`src/rtl/cr_clic_pkg.sv`:
```
// Shared definitions for the CLIC interrupt request stage: FSM state encoding
// and default sizing constants.
package cr_clic_pkg;

    localparam int CLIC_INT_NUM_DEF    = 32;
    localparam int CLIC_PRIO_WIDTH_DEF = 6;

    typedef enum logic [1:0] {
        ST_IDLE = 2'd0,
        ST_REQ  = 2'd1,
        ST_CLR  = 2'd2
    } clic_req_state_e;

endpackage

```
`src/rtl/cr_clic_onehot_enc.sv`:
```
// One-hot to binary encoder built purely from OR terms; a zero input gives 0.
module cr_clic_onehot_enc
    import cr_clic_pkg::*;
#(
    parameter int INT_NUM  = CLIC_INT_NUM_DEF,
    parameter int ID_WIDTH = 5
) (
    input  logic [INT_NUM-1:0]  onehot,
    output logic [ID_WIDTH-1:0] bin
);

    logic [ID_WIDTH-1:0] bin_s;

    // OR together the index of every set bit; with a one-hot input this is the index
    always_comb begin
        bin_s = '0;
        for (int i = 0; i < INT_NUM; i++) begin
            bin_s = bin_s | (ID_WIDTH'(i) & {ID_WIDTH{onehot[i]}});
        end
    end

    assign bin = bin_s;

endmodule

```
`src/rtl/cr_clic_int_req.sv`:
```
// CLIC request stage: turns the arbitration winner into a held core request and
// issues a one-cycle pending-clear on acceptance. Macro CR_CLIC_REQ_PREEMPT_EN enables preemption.
module cr_clic_int_req
    import cr_clic_pkg::*;
#(
    parameter int INT_NUM    = CLIC_INT_NUM_DEF,
    parameter int PRIO_WIDTH = CLIC_PRIO_WIDTH_DEF,
    parameter int ID_WIDTH   = 5
) (
    input  logic                          clic_clk,
    input  logic                          clic_rst,
    input  logic [INT_NUM-1:0]            sel_onehot,
    input  logic [PRIO_WIDTH*INT_NUM-1:0] prio_in_vec,
    input  logic [PRIO_WIDTH-1:0]         int_thresh,
    input  logic                          core_int_ack,
    output logic                          clic_int_vld,
    output logic [ID_WIDTH-1:0]           clic_int_id,
    output logic [PRIO_WIDTH-1:0]         clic_int_prio,
    output logic [INT_NUM-1:0]            pend_clr_onehot
);

    logic [ID_WIDTH-1:0]   cand_id_s;
    logic [PRIO_WIDTH-1:0] cand_prio_s;
    logic                  cand_vld_s;

    clic_req_state_e       state_r;
    logic                  vld_r;
    logic [ID_WIDTH-1:0]   id_r;
    logic [PRIO_WIDTH-1:0] prio_r;
    logic [INT_NUM-1:0]    clr_r;

    cr_clic_onehot_enc #(
        .INT_NUM  (INT_NUM),
        .ID_WIDTH (ID_WIDTH)
    ) u_cand_enc (
        .onehot (sel_onehot),
        .bin    (cand_id_s)
    );

    // Priority of the winning source; a priority of 0 means the source is not pending
    always_comb begin
        cand_prio_s = '0;
        for (int i = 0; i < INT_NUM; i++) begin
            cand_prio_s = cand_prio_s |
                (prio_in_vec[i*PRIO_WIDTH +: PRIO_WIDTH] & {PRIO_WIDTH{sel_onehot[i]}});
        end
        cand_vld_s = (|sel_onehot) && (cand_prio_s != '0) && (cand_prio_s > int_thresh);
    end

    // Request FSM with all outputs registered; an ack in REQ outranks every other event
    always_ff @(posedge clic_clk) begin
        if (clic_rst) begin
            state_r <= ST_IDLE;
            vld_r   <= 1'b0;
            id_r    <= '0;
            prio_r  <= '0;
            clr_r   <= '0;
        end else begin
            case (state_r)
                ST_IDLE: begin
                    clr_r <= '0;
                    if (cand_vld_s) begin
                        state_r <= ST_REQ;
                        vld_r   <= 1'b1;
                        id_r    <= cand_id_s;
                        prio_r  <= cand_prio_s;
                    end else begin
                        state_r <= ST_IDLE;
                        vld_r   <= 1'b0;
                    end
                end
                ST_REQ: begin
                    if (core_int_ack) begin
                        state_r <= ST_CLR;
                        vld_r   <= 1'b0;
                        clr_r   <= {{(INT_NUM-1){1'b0}}, 1'b1} << id_r;
                    end else if (!cand_vld_s) begin
                        state_r <= ST_IDLE;
                        vld_r   <= 1'b0;
                        clr_r   <= '0;
`ifdef CR_CLIC_REQ_PREEMPT_EN
                    end else if (cand_prio_s > prio_r) begin
                        state_r <= ST_REQ;
                        vld_r   <= 1'b1;
                        id_r    <= cand_id_s;
                        prio_r  <= cand_prio_s;
                        clr_r   <= '0;
`endif
                    end else begin
                        state_r <= ST_REQ;
                        vld_r   <= 1'b1;
                        clr_r   <= '0;
                    end
                end
                ST_CLR: begin
                    // One idle cycle so the clear reaches the pending bits before re-arbitration
                    state_r <= ST_IDLE;
                    vld_r   <= 1'b0;
                    clr_r   <= '0;
                end
                default: begin
                    state_r <= ST_IDLE;
                    vld_r   <= 1'b0;
                    clr_r   <= '0;
                end
            endcase
        end
    end

    assign clic_int_vld    = vld_r;
    assign clic_int_id     = id_r;
    assign clic_int_prio   = prio_r;
    assign pend_clr_onehot = clr_r;

endmodule

```
`config.mk`:
```
export PLATFORM = sky130hd
export DESIGN_NAME = cr_clic_int_req
export DESIGN_NICKNAME = d
export VERILOG_FILES = /design/src/rtl/cr_clic_pkg.sv /design/src/rtl/cr_clic_onehot_enc.sv /design/src/rtl/cr_clic_int_req.sv
export SDC_FILE = /design/constraint.sdc
export NUM_CORES = 1
export LEC_CHECK = 0
export BUFFER_PORTS_ARGS = -buffer_cell sky130_fd_sc_hd__clkbuf_2
export CAP_MARGIN = 5
export CORE_UTILIZATION = 25
export DETAILED_ROUTE_END_ITERATION = 7
export PLACE_DENSITY = 0.57
export SYNTH_ARGS = -nofsm -noshare
export SYNTH_HDL_FRONTEND = slang
export SYNTH_SLANG_ARGS = --single-unit
export TNS_END_PERCENT = 20
```
`constraint.sdc`:
```
create_clock -name clic_clk -period 3.6 [get_ports clic_clk]
set_input_delay 0.72 -clock clic_clk [delete_from_list [all_inputs] [get_ports clic_clk]]
set_output_delay 0.72 -clock clic_clk [all_outputs]
set_load 0.01 [all_outputs]
```
* Word level (Yosys, flattened, before mapping)
Index checks and enable logic that the tools add are counted.
Widths: inputs -> output; s select.
** Word-level totals
- Bits in registers :: 46
- Bits in latches :: 0
- Memory bits (writable) :: 0
- Bits in read-only memories :: 0
- Input bits :: 233
- Output and inout port bits :: 44
- Memories kept :: 0
** Cells by class
- $add $sub $neg :: 0
- Multipliers :: 0
- Divide/modulo/power cells :: 0
- $lt $le $gt $ge :: 1
- Equal/unequal tests :: 1
- Shift-type cells :: 1
- Muxes and demuxes :: 6
- Bitwise operators :: 95
- Reductions and logical operators :: 7
** Operators by type and width (count)
- $and 6x6->6 :: 32
- $or 6x6->6 :: 31
- $or 5x5->5 :: 16
- $or 5x4->5 :: 8
- $reduce_or 32->1 :: 1
- $shl 1x5->32 const A :: 1
- $or 5x3->5 :: 4
- $gt 6x6->1 :: 1
- $reduce_bool 6->1 :: 1
- $or 5x2->5 :: 1
- $pmux 2 s2 :: 1
- $mux 1 :: 3
- $reduce_or 3->1 :: 1
- $eq 2x1->1 const B :: 1
- $logic_and 1x1->1 :: 2
- $logic_not 2->1 :: 1
- $mux 2 :: 1
- $not 1->1 :: 2
- $or 1x2->2 :: 1
- $pmux 1 s2 :: 1
- $reduce_and 2->1 :: 1

* Longest topological paths before layout
Gate-level depths: netlist of run 1.
- Word-level depth :: 38
- Mapped depth :: 14
- Depth with buffers taken out :: 12

* Modules after synthesis
From an unflattened synthesis of run 1, not the netlist that was laid out.
** Unflattened totals
- Cells, all modules :: 323
- Area, all modules :: 2672.6 sq um
** Modules (own cells, without submodules)
- cr_clic_int_req :: instances 1, cells an instance 303, area an instance 2534.9 sq um, sequential area each 900.9 sq um
- cr_clic_onehot_enc :: instances 1, cells an instance 20, area an instance 137.6 sq um, sequential area each 0.0 sq um

* Least setup slack after synthesis of run 1
No wires, ideal clock.
- Path kind :: input to register
- From :: input port sel_onehot[23]
- To :: register prio_r[0], in the netlist clic_int_prio[0]
- Arrival time :: 3.341 ns
- Setup slack :: 0.138 ns
- Cell stages on the path :: 12
- Path buffers :: 1
- Path through :: buf_2 -> a22oi_1 -> nand4_1 -> or4_4 -> ha_1 -> nor2b_1 -> o211ai_1 -> a211oi_1 -> or2_2 -> or2_0 -> nand4_2 -> mux2_2
** Between the ends
- Word-level cells in the longest chain between the ends :: 14
- Elaborated cells between the ends (all ways) :: 16
- Classes of those cells :: order compare: 1; bitwise: 10; reduce/logical: 5
** RTL lines
- from (decl) :: line cr_clic_int_req.sv:12 : input logic [INT_NUM-1:0] sel_onehot,
- $and 6x6->6 * :: line cr_clic_int_req.sv:45 : (prio_in_vec[i*PRIO_WIDTH +: PRIO_WIDTH] & {PRIO_WIDTH{sel_onehot[i]}});
- $or 6x6->6 * (9 in series) :: line cr_clic_int_req.sv:44 : cand_prio_s = cand_prio_s |
- named net cand_prio_s[1] :: line cr_clic_int_req.sv:23 : logic [PRIO_WIDTH-1:0] cand_prio_s;
- parallel branches: the longest is 2 deep, another holds $gt 6x6->1
- $logic_and 1x1->1 * :: line cr_clic_int_req.sv:47 : cand_vld_s = (|sel_onehot) && (cand_prio_s != '0) && (cand_prio_s > int_thresh);
- $reduce_and 2->1 (no source line) *
- to (signal assigned) :: line cr_clic_int_req.sv:66 : prio_r <= cand_prio_s;
- to (decl) :: line cr_clic_int_req.sv:29 : logic [PRIO_WIDTH-1:0] prio_r;
Mark *: on every way through the listed nets, which the timed path passes.
A chain may end at the register's enable or synchronous reset.

* Final worst setup path of run 1
- From :: input port sel_onehot[16]
- To :: register prio_r[4], in the netlist clic_int_prio[4]
** Between the ends
- Word-level cells in the longest chain between the ends :: 21
- Elaborated cells between the ends (all ways) :: 23
- Classes of those cells :: order compare: 1; bitwise: 17; reduce/logical: 5
** RTL lines (line)
- $and 6x6->6 * :: cr_clic_int_req.sv:45
- $or 6x6->6 * (16 in series) :: cr_clic_int_req.sv:44
- named net cand_prio_s[1] :: cr_clic_int_req.sv:23
- parallel branches: the longest is 2 deep, another holds $gt 6x6->1
- $logic_and 1x1->1 * :: cr_clic_int_req.sv:47
- $reduce_and 2->1 (no source line) *
Marks and branches as above.

==> key figures, run 1 <==
Clock network
  • Clk pin slew, worst setup/hold paths: 0.06 ns
  • Worst-Skew Late Latency: 0.28 ns
  • Clock tree buffer depth: 2
  • CTS resizes: 0
  • Num CTS Buffers: 5
  • CTS tree: built
  • CTS sink count: 45
  • Cts hold-fix bufs: 0
  • H-tree depth: 2
  • Clock Root Buffer: clkbuf_16
  • Postcts setup bufs: 0

Place
  • Placed insts: 778
  • Placed cell area: 0.00468 mm²
  • Port Buffers: 276
  • Detail Placement HPWL: 16700 µm
  • Routability cong.: 1.05

Synth
  • Register bit total from synthesis: 45
  • Post-Syn Nets: 569
  • Ys flop type: dfxtp_1
  • Ys async rst share: 0%
  • Distinct cells, synth: 41
  • Post-synth EDFFs: 0
  • Avg Inst Size Synth: 8.66 µm²
  • Mapped Cells: 331
  • Synth top area cells: dfxtp_1 31%, a22oi_1 23%, nand4_1 5.5%
  • Synth top area share: 31.4%
  • Syn. warnings: 0
  • Register area share after synthesis: 31.4%
  • Synth Cell Area: 0.00287 mm²
  • Synth area leader: dfxtp_1

GRT
  • First-pass GRT wire length: 26800 µm
  • Overall routing resource usage: 31.4%
  • Largest net degree at the start of global routing: 21
  • Initial antenna violation count: 1
  • Number of global-route vias before repair: 4411
  • GRT Residual Overflow: 0

STA
  • Setup Skew: 0.00424 ns
  • Final count of pins violating max slew: 0
  • RSZ-0062 raised after global routing: no
  • Hold Violations, Final: 0
  • Setup TNS after final layout: 0 ns
  • Final worst path period share: 95.3%
  • Max Fclk: 0.291 GHz
  • Slew @ Worst Pin: 0.566 ns
  • # setup viols final: 0
  • Final min period: 3.43 ns
  • Rel. slew slack: 61.9%
  • Min Hold Slack: 0.471 ns

Floorplan
  • Core ar.: 0.0110 mm²
  • Io pins: 277
  • Initial core utilization: 26.1%
  • Die extent in y: 109 µm
  • Die X: 109 µm
  • Total die area: 0.0119 mm²
  • Rows: 38

Finish
  • Fill count: 1168
  • Non-filler instance count after layout: 787
  • Register area: 901 µm²
  • Footprint of the multi-input gates: 0.00174 mm²
  • Final #Nets: 883
  • Commonest non-fill, non-tap cells in the layout: 276 x clkbuf_2, 88 x a22oi_1, 55 x buf_4
  • Area grow syn2layout: 68.4%
  • Post-Layout Inst Area: 0.00482 mm²
  • Fraction of layout cells with a size suffix above 1: 56.0%
  • Most common cell after layout, fill and taps aside: clkbuf_2

Routing
  • Drt drc: 0
  • First DRT Iteration DRCs: 254
  • Via density: 5.43
  • First-pass DRT Iterations: 5
  • Antenna Nets Post-Route: 0
  • Total Wirelength: 18700 µm
  • Vias: 4276
  • Wire per inst: 23.7 µm

Power
  • VDD IR-drop max: 0.318 mV
  • Internal power: 0.990 mW
  • Clock power frac: 31.0%
  • Logic pwr share: 31.3%
  • P per Cell Area: 295 mW/mm²
  • Overall power: 1.43 mW
  • Switching Share: 30.6%
  • Seq pwr share: 37.7%
  • Leak: 2.46 nW
  • NetSw: 0.436 mW

Critical path
  • CP max-delay cell: or4_4
  • Slowest stage delay, CP: 0.56 ns
  • R2r startpoint: state_r[0]
  • Top delay family on crit path: simple AND/OR/NAND/NOR gates
  • Critical-path cell list: clkbuf_2 -> a22oi_1 -> nand4_1 -> or4_4 -> ha_1 -> nor2b_1 -> o211ai_1 -> a211oi_1 -> or2_2 -> or2_0 -> buf_4 -> and3_1 -> a221oi_2
  • Arrival @ worst endpoint: 3.63 ns
  • Worst Path Required: 3.80 ns
  • Crit. Startpoint: sel_onehot[16]
  • Max FO, Critical Path: 5
  • CP Capture Type: register
  • Setup crit start kind: primary input
  • Crit Path Class: in2reg
  • WP buf/inv: 2

Worst hold path
  • Hold Path Origin: clic_int_prio[4]
  • HP Class: reg2reg

Run status
  • Status: finished, final reports clean

Run
  • Max cap viols: 0
-- Yosys cell counts (4+ instances only) --
cell type	count
nor4_1	11
ha_1	5
nand4_1	25
nand2b_1	6
dfxtp_1	45
nand3_1	11
clkbuf_1	7
a22oi_2	4
a22oi_1	88
buf_2	6
buf_6	10
nor3_1	13
or4_1	5
nand2_1	9
nor2_1	31
a21oi_1	4
inv_1	11
mux2i_1	4
-- final timing paths --
kind | endpoint | slack, ns | cells after the start
setup / recovery | clic_int_prio[4] | 0.17 | 13
hold / removal | clic_int_prio[4] | 0.47 | 2
setup reg to reg | pend_clr_onehot[0] | 2.07 | 4
hold reg to reg | clic_int_prio[4] | 0.47 | 2
-- sequential cells by signal, indices dropped and copies added (netlist names) --
register / flops
state_r: 2
clic_int_prio: 6
clic_int_id: 5
pend_clr_onehot: 32
-- logic make-up after synthesis --
logic type | after synthesis | share of synthesized area, %
AND/OR/NAND/NOR | 130 | 26.3
AO/OA/AOI/OAI | 109 | 30.3
buffers and inverters | 36 | 7.69
flip-flops | 45 | 31.4
adder cells (fa/ha/maj) | 5 | 2.18
XOR/XNOR | 1 | 0.306
multiplexers | 5 | 1.79
-- layer usage --
| metal | routed length (µm) | share of wire, % | up-vias | GRT usage (%) |
|---|---|---|---|---|
| li1 | - | - | 1952 | - |
| met1 | 7480 | 40 | 1999 | 37.8 |
| met2 | 8870 | 47 | 274 | 53.6 |
| met3 | 1470 | 7.9 | 51 | 5.68 |
| met4 | 859 | 4.6 | 0 | 15.3 |
| met5 | 0 | 0 | - | 0 |
-- layout make-up --
| type | instances | area share (%) |
|---|---|---|
| Clock buffer | 5 | 2.59 |
| Antenna cell | 1 | 0.0519 |
| Tap cell | 140 | 3.63 |
| Inverter | 11 | 0.856 |
| Multi-Input combinational cell | 250 | 36.2 |
| Sequential cell | 45 | 18.7 |
| Timing Repair Buffer | 332 | 37.6 |
| Clock inverter | 3 | 0.441 |
-- worst register-to-register path, stage by stage (launching register included) --
cell and delay, ns:
dfxtp_1 0.40, nand2_1 0.15, nor4_1 0.46, nand3_1 0.28, nor3_1 0.18
-- power by group through the flow --
stage	Sequential (mW)	Combinational (mW)	Clock [mW]
final	0.538	0.446	0.441
after global placement	0.549	0.440	0
after CTS	0.538	0.442	0.449
after floorplan	0.545	0.169	0
after detailed placement	0.549	0.440	0
after global routing	0.540	0.475	0.469
-- per-stage QoR --
step	setup slack (ns)	utilization, %
3_3_place_gp	-0.0960	42.6
3_5_place_dp	-0.0952	42.6
5_1_grt	0.0382	43.9
2_1_floorplan	0.138	-
6_report	0.169	43.9
4_1_cts	0.191	43.9
Power figures use the tool's default switching activity.
==> inputs of run 2 (changes only) <==
- CORE_AREA: not set -> 2 2 107 109
- CORE_UTILIZATION: 25 -> not set
- DIE_AREA: not set -> 0 0 109 111
- PLACE_DENSITY: 0.57 -> 0.58
- SYNTH_HIERARCHICAL: not set -> 1
==> run 2 against run 1 <==
Compared with the run above:
- first-iteration DRC count grew 7.9%
- routed wire length shrank 0.46%
- critical path depth is the same
- register-to-register slack gained 0.04 ns
- cell area shrank 3.6%
- critical endpoint is now clic_int_prio[3]
- largest cell class is now multi-input combinational cells
==> key figures, run 2 <==
Finish
  • Core Util, Final: 42.0% (-1.9 points)
  • Fraction of layout cells with a size suffix above 1: 52.5% (-3.5 points)
  • Max reg flops: 32 (unchanged)
  • Final #Nets: 869 (-1.6%)
  • Commonest non-fill, non-tap cells in the layout: 276 x clkbuf_2, 92 x a22oi_1, 45 x dfxtp_1
  • Area grow syn2layout: 74.1%
  • Non-filler instance count after layout: 776 (-1.4%)
  • Post-Layout Inst Area: 0.00465 mm² (-3.6%)
  • Most common cell after layout, fill and taps aside: clkbuf_2

Synth
  • Register area share after synthesis: 33.7% (+2.3 points)
  • Synth cell count leaders: 92 x a22oi_1, 45 x dfxtp_1, 35 x nor2_1, 28 x nand4_1, 18 x nor4_1
  • Synth Cell Area: 0.00267 mm² (-6.7%)
  • Post-synth EDFFs: 0 (unchanged)
  • Ys flop type: dfxtp_1
  • Distinct cells, synth: 32 (-22%)
  • Synth area leader: dfxtp_1
  • Register bit total from synthesis: 45 (unchanged)
  • Avg Inst Size Synth: 8.27 µm² (-4.4%)
  • Synth top area share: 33.7% (+2.3 points)
  • Syn. warnings: 6 (+6)
  • Post-Syn Nets: 561 (-1.4%)
  • Ys async rst share: 0% (unchanged)
  • Count leader, synth: a22oi_1
  • Synth top area cells: dfxtp_1 34%, a22oi_1 26%, nand4_1 6.6%
  • Mapped Cells: 323 (-2.4%)

Floorplan
  • Rows: 39 (+2.6%)
  • Core ar.: 0.0111 mm² (+0.85%)
  • Die extent in y: 111 µm (+1.8%)
  • Total die area: 0.0121 mm² (+1.7%)
  • Initial core utilization: 24.1% (-2.0 points)
  • Die X: 109 µm (about the same)
  • Io pins: 277 (unchanged)

Critical path
  • Top delay family on crit path: compound AO/OA/AOI/OAI gates
  • Crit Path Class: in2reg
  • Worst Path Required: 3.80 ns (about the same)
  • Setup crit start kind: primary input
  • WP buf/inv: 2 (unchanged)
  • Slowest stage delay, CP: 0.39 ns (-0.17 ns)
  • Max FO, Critical Path: 11 (+6)
  • CP Capture Type: register
  • CP max-delay cell: or3_1
  • Critical-path cell list: clkbuf_2 -> a22oi_1 -> nand4_1 -> nor4_2 -> inv_1 -> ha_1 -> nor2b_1 -> o21a_1 -> o21ai_1 -> a31oi_2 -> o221ai_2 -> or3_1 -> a21oi_1
  • Arrival @ worst endpoint: 3.60 ns (-0.03 ns)

STA
  • Worst setup margin: 0.205 ns (+0.0358 ns)
  • Min Hold Slack: 0.498 ns (+0.0270 ns)
  • Rel. slew slack: 56.7% (-5.3 points)
  • Final count of pins violating max slew: 0 (unchanged)
  • Final min period: 3.40 ns (-0.0358 ns)
  • Max Fclk: 0.295 GHz (+1.1%)
  • Setup TNS after final layout: 0 ns (unchanged)
  • # setup viols final: 0 (unchanged)
  • Slew @ Worst Pin: 0.644 ns (+0.0787 ns)
  • Setup Skew: 0.00402 ns (-0.000224 ns)
  • Final worst path period share: 94.3% (-0.99 points)
  • Hold Violations, Final: 0 (unchanged)

Clock network
  • Num CTS Buffers: 5 (unchanged)
  • Worst-Skew Late Latency: 0.28 ns (about the same)
  • CTS sink count: 45 (unchanged)
  • Clock Root Buffer: clkbuf_16
  • Clk pin slew, worst setup/hold paths: 0.06 ns (about the same)
  • Clock tree buffer depth: 2 (unchanged)
  • H-tree depth: 2 (unchanged)
  • Cts hold-fix bufs: 0 (unchanged)
  • CTS tree: built

Run status
  • Status: finished, final reports clean

Place
  • Post-Place Setup Slack: -0.288 ns (-0.193 ns)
  • Routability cong.: 0.960 (-8.4%)
  • Placed cell area: 0.00443 mm² (-5.2%)
  • Detail Placement HPWL: 16200 µm (-3.5%)
  • Port Buffers: 276 (unchanged)
  • Placed insts: 766 (-1.5%)

Worst hold path
  • HP Class: reg2reg

Routing
  • First-pass DRT Iterations: 5 (unchanged)
  • First DRT Iteration DRCs: 274 (+7.9%)
  • Drt drc: 0 (unchanged)
  • Wire per inst: 23.9 µm (+0.95%)
  • Total Wirelength: 18600 µm (-0.46%)
  • Via density: 5.50 (+1.3%)
  • Vias: 4270 (-0.14%)
  • Antenna Nets Post-Route: 0 (unchanged)

Power
  • Leak: 2.34 nW (-4.7%)
  • Overall power: 1.46 mW (+2.2%)
  • P per Cell Area: 313 mW/mm² (+6.0%)
  • VDD IR-drop max: 0.341 mV (+7.1%)

GRT
  • Largest net degree at the start of global routing: 24 (+14%)
  • GRT Residual Overflow: 0 (unchanged)
  • First-pass GRT wire length: 26000 µm (-2.7%)
  • Initial antenna violation count: 1 (unchanged)
  • Overall routing resource usage: 29.7% (-1.7 points)
  • Number of global-route vias before repair: 4283 (-2.9%)

Run
  • Max cap viols: 0 (unchanged)
==> run 2: changes by cell type after synthesis, moves of 5 or more <==
cell     change
a21oi_1      +8
buf_2        -5
buf_6        -9
nand3_1      -8
nor3_1      -10
nor4_1       +7
o21ai_0     +11
or3_1       +11
or4_1        -5
==> run 2: metal layers <==
metal	share of wire [%]	global-route usage, %
met3	10	6.17
met1	38	36.8
met5	0	0
met4	5.0	12.9
met2	47	49.2
==> run 2: report_power, final <==
part,switching [mW],internal [mW]
Combinational,0.232,0.195
Clock,0.171,0.328
Sequential,0.0162,0.515
Total,0.419,1.04
==> run 2: logic make-up (layout without fill, tap and decap cells) <==
kind of cell | after synthesis | count (layout) | synth area share [%]
adders and majority gates | 5 | 5 | 2.34
and+or+nand+nor | 125 | 125 | 26.2
other | 0 | 1 | 0
DFF | 45 | 45 | 33.7
buffers and inverters | 23 | 331 | 3.56
muxes | 1 | 1 | 0.421
AOI/OAI and AO/OA | 124 | 125 | 33.8
==> run 2: repair_timing <==
action,CTS,global route
gates cloned,0,1
resized for setup,1,5
endpoints found under the setup margin,2,11
setup buffers,0,0
pin swaps,0,1
==> run 2: worst register-to-register path: cells and delay by family, from the launching register on <==
kind / cells / cell delay, ns
flops: 1 / 0.39
simple gates: 4 / 1.04
==> run 2: cell type report <==
cell class	instances	area, µm²
diodes	1	2.50
flip-flops and latches	45	901
multi-input cells	256	1730
fillers	1159	6420
repair buffers	308	1620
clock inverters	2	38.8
well taps	143	179
clock buffers	6	129
inverters	15	56.3
==> run 2: path summary, 6_finish.rpt <==
check	slack (ns)	start	cells past startpoint	to
max reg2reg	2.11	state_r[0]	4	pend_clr_onehot[12]
min reg2reg	0.50	state_r[1]	1	state_r[1]
min	0.50	state_r[1]	1	state_r[1]
max	0.20	sel_onehot[17]	13	clic_int_prio[3]
==> inputs of run 3 (changes only) <==
- ABC_AREA: not set -> 1
- BUFFER_PORTS_ARGS: -buffer_cell sky130_fd_sc_hd__clkbuf_2 -> not set
- CORE_AREA: 2 2 107 109 -> not set
- CORE_UTILIZATION: not set -> 25
- DIE_AREA: 0 0 109 111 -> not set
- DONT_BUFFER_PORTS: not set -> 1
- PLACE_DENSITY: 0.58 -> 0.36
==> run 3 against run 2 <==
Compared with the run above:
- clock-buffer cell count fell by 1
- largest cell class unchanged
- global-route usage fell by 6.6 points
- critical path depth rose by 3
- setup slack improved by 0.50 ns
- first-iteration DRC count rose by 6.6%
- die area rose by 14%
==> key figures, run 3 <==
Run status
  • Status: finished, final reports clean

Finish
  • Antenna Cells: 0 (-1)
  • Final #Nets: 876 (+0.81%)
  • Max reg flops: 32 (unchanged)
  • Most common cell after layout, fill and taps aside: nand2_1
  • Core Util, Final: 28.4% (-14 points)
  • Non-filler instance count after layout: 811 (+4.5%)
  • Area grow syn2layout: 9.31%
  • Commonest non-fill, non-tap cells in the layout: 350 x nand2_1, 131 x nor2_1, 45 x dfxtp_1
  • Fraction of layout cells with a size suffix above 1: 2.66% (-50 points)

Floorplan
  • Die X: 117 µm (+7.7%)
  • Core ar.: 0.0128 mm² (+16%)
  • Total die area: 0.0138 mm² (+14%)
  • Rows: 41 (+5.1%)
  • Die extent in y: 117 µm (+5.8%)
  • Initial core utilization: 26.0% (+1.9 points)
  • Io pins: 277 (unchanged)

GRT
  • First-pass GRT wire length: 23900 µm (-8.0%)
  • Largest net degree at the start of global routing: 17 (-29%)
  • GRT Residual Overflow: 0 (unchanged)
  • Number of global-route vias before repair: 4197 (-2.0%)
  • Initial antenna violation count: 0 (-1)
  • Overall routing resource usage: 23.1% (-6.6 points)

Synth
  • Ys flop type: dfxtp_1
  • Synth area leader: nand2_1
  • Synth Area in Adders: 1.88% (-0.46 points)
  • Syn. warnings: 6 (unchanged)
  • Synth top area cells: nand2_1 39%, dfxtp_1 27%, nor2_1 15%
  • Simple-gate area share of the yosys netlist: 63.8% (+38 points)
  • Synth Cell Area: 0.00333 mm² (+25%)
  • Distinct cells, synth: 18 (-44%)
  • Largest family of logic cells by synthesized area: simple AND/OR/NAND/NOR gates
  • Multiplexer share of the synthesized area: 0% (-0.42 points)
  • Register area share after synthesis: 27.0% (-6.7 points)
  • Post-Syn Nets: 880 (+57%)
  • Count leader, synth: nand2_1
  • Ys async rst share: 0% (unchanged)
  • Synth top area share: 39.4% (+5.7 points)
  • Post-synth EDFFs: 0 (unchanged)
  • Synth cell count leaders: 350 x nand2_1, 131 x nor2_1, 45 x dfxtp_1, 42 x inv_1, 36 x nand4_1
  • Compound-gate portion of the synthesized area: 0.601% (-33 points)
  • Mapped Cells: 642 (+99%)
  • Register bit total from synthesis: 45 (unchanged)
  • Avg Inst Size Synth: 5.19 µm² (-37%)
  • Synth Area in XOR/XNOR: 0% (unchanged)

Place
  • Routability cong.: 0.874 (-8.9%)
  • Detail Placement HPWL: 12800 µm (-21%)
  • Port Buffers: 0 (-100%)
  • Post-Place Setup Slack: 0.443 ns (+0.731 ns)
  • Placed insts: 803 (+4.8%)

Critical path
  • Arrival @ worst endpoint: 3.11 ns (-0.49 ns)
  • Critical-path cell list: nand2_1 -> nand2_1 -> nor2_1 -> nand2_1 -> nor3_1 -> nand2_1 -> ha_1 -> nand2_1 -> nor2_1 -> nand4_1 -> nand2_1 -> inv_1 -> nand3_2 -> nand2_1 -> inv_1 -> nor2_1
  • Worst Path Required: 3.82 ns (+0.02 ns)
  • Most frequent cell on the critical path: nand2_1
  • Max FO, Critical Path: 13 (+2)
  • Top delay family on crit path: simple AND/OR/NAND/NOR gates
  • CP max-delay cell: nor3_1
  • CP Capture Type: register
  • Slowest stage delay, CP: 0.35 ns (-0.04 ns)
  • WP buf/inv: 2 (unchanged)
  • Crit Path Class: in2reg
  • Setup crit start kind: primary input

Clock network
  • Num CTS Buffers: 5 (unchanged)
  • Worst-Skew Late Latency: 0.28 ns (about the same)
  • CTS sink count: 45 (unchanged)
  • Postcts setup bufs: 0 (unchanged)
  • Clk pin slew, worst setup/hold paths: 0.06 ns (about the same)
  • Clock tree buffer depth: 2 (unchanged)
  • CTS tree: built
  • Clock Root Buffer: clkbuf_16
  • Cts hold-fix bufs: 0 (unchanged)
  • CTS resizes: 0 (-1)
  • H-tree depth: 2 (unchanged)

Power
  • P per Cell Area: 332 mW/mm² (+6.0%)
  • VDD IR-drop max: 0.221 mV (-35%)
  • Leak: 1.91 nW (-18%)

Routing
  • Via density: 4.93 (-10%)
  • Total Wirelength: 16000 µm (-14%)
  • Antenna Nets Post-Route: 0 (unchanged)
  • First-pass DRT Iterations: 4 (-1)
  • Vias: 3995 (-6.4%)
  • First DRT Iteration DRCs: 292 (+6.6%)
  • Wire per inst: 19.8 µm (-17%)
  • Drt drc: 0 (unchanged)

STA
  • Hold Violations, Final: 0 (unchanged)
  • # setup viols final: 0 (unchanged)
  • Slew @ Worst Pin: 0.773 ns (+0.128 ns)
  • Final min period: 2.89 ns (-0.501 ns)
  • Max Fclk: 0.346 GHz (+17%)
  • Setup TNS after final layout: 0 ns (unchanged)
  • Setup Skew: 0.00577 ns (+0.00175 ns)
  • Final worst path period share: 80.4% (-14 points)
  • Worst setup margin: 0.706 ns (+0.501 ns)
  • Rel. slew slack: 48.3% (-8.4 points)
  • Final count of pins violating max slew: 0 (unchanged)
  • RSZ-0062 raised after global routing: no

Worst hold path
  • HP Class: reg2reg

Run
  • Max cap viols: 0 (unchanged)
==> run 3: power by group <==
part           internal, mW  switching (mW)  leakage [nW]  total, mW
Sequential            0.514          0.0304         0.366      0.545
Combinational        0.0810           0.135          1.48      0.216
Clock                 0.258           0.189        0.0702      0.447
==> run 3: per-layer routing <==
metal | wire length, µm | track usage [%]
met5 | 0 | 0
met4 | 579 | 9.42
met3 | 1510 | 6.47
met2 | 7020 | 36.3
met1 | 6920 | 29.6
==> run 3: worst paths after layout <==
check                                      from             end  slack [ns]  cells past startpoint
worst min-delay path                 state_r[1]      state_r[1]        0.50                      1
worst max register to register       state_r[0]  clic_int_id[0]        1.98                      5
worst max-delay path            prio_in_vec[20]  clic_int_id[0]        0.71                     16
worst min register to register       state_r[1]      state_r[1]        0.50                      1
==> run 3: per-stage QoR <==
stage          power, mW  hold WS, ns  instance area, µm²
3_5_place_dp       0.774        0.478                3500
6_report            1.21        0.497                3640
4_1_cts             1.22        0.502                3640
5_1_grt             1.29        0.535                3640
2_1_floorplan      0.729        0.448                3330
3_3_place_gp       0.774        0.473                3500
==> run 3: layout make-up <==
cell class,instances,area [µm²]
tap,172,215
clock inverter,3,21.3
multi-input combinational,540,2210
fill,1520,9180
inverter,46,173
sequential,45,901
clock buffer,5,125
==> run 3: worst register-to-register path: cells and delay by family, from the launching register on <==
| kind | cells | cell delay, ns |
|---|---|---|
| buf+inv | 1 | 0.04 |
| simple gates | 4 | 1.16 |
| flops | 1 | 0.35 |
==> run 3: logic make-up (layout without fill, tap and decap cells) <==
kind of cell | Yosys count | in the layout
compound gates | 3 | 3
buf+inv | 57 | 54
fa+ha+maj | 5 | 5
simple gates | 532 | 532
flops | 45 | 45
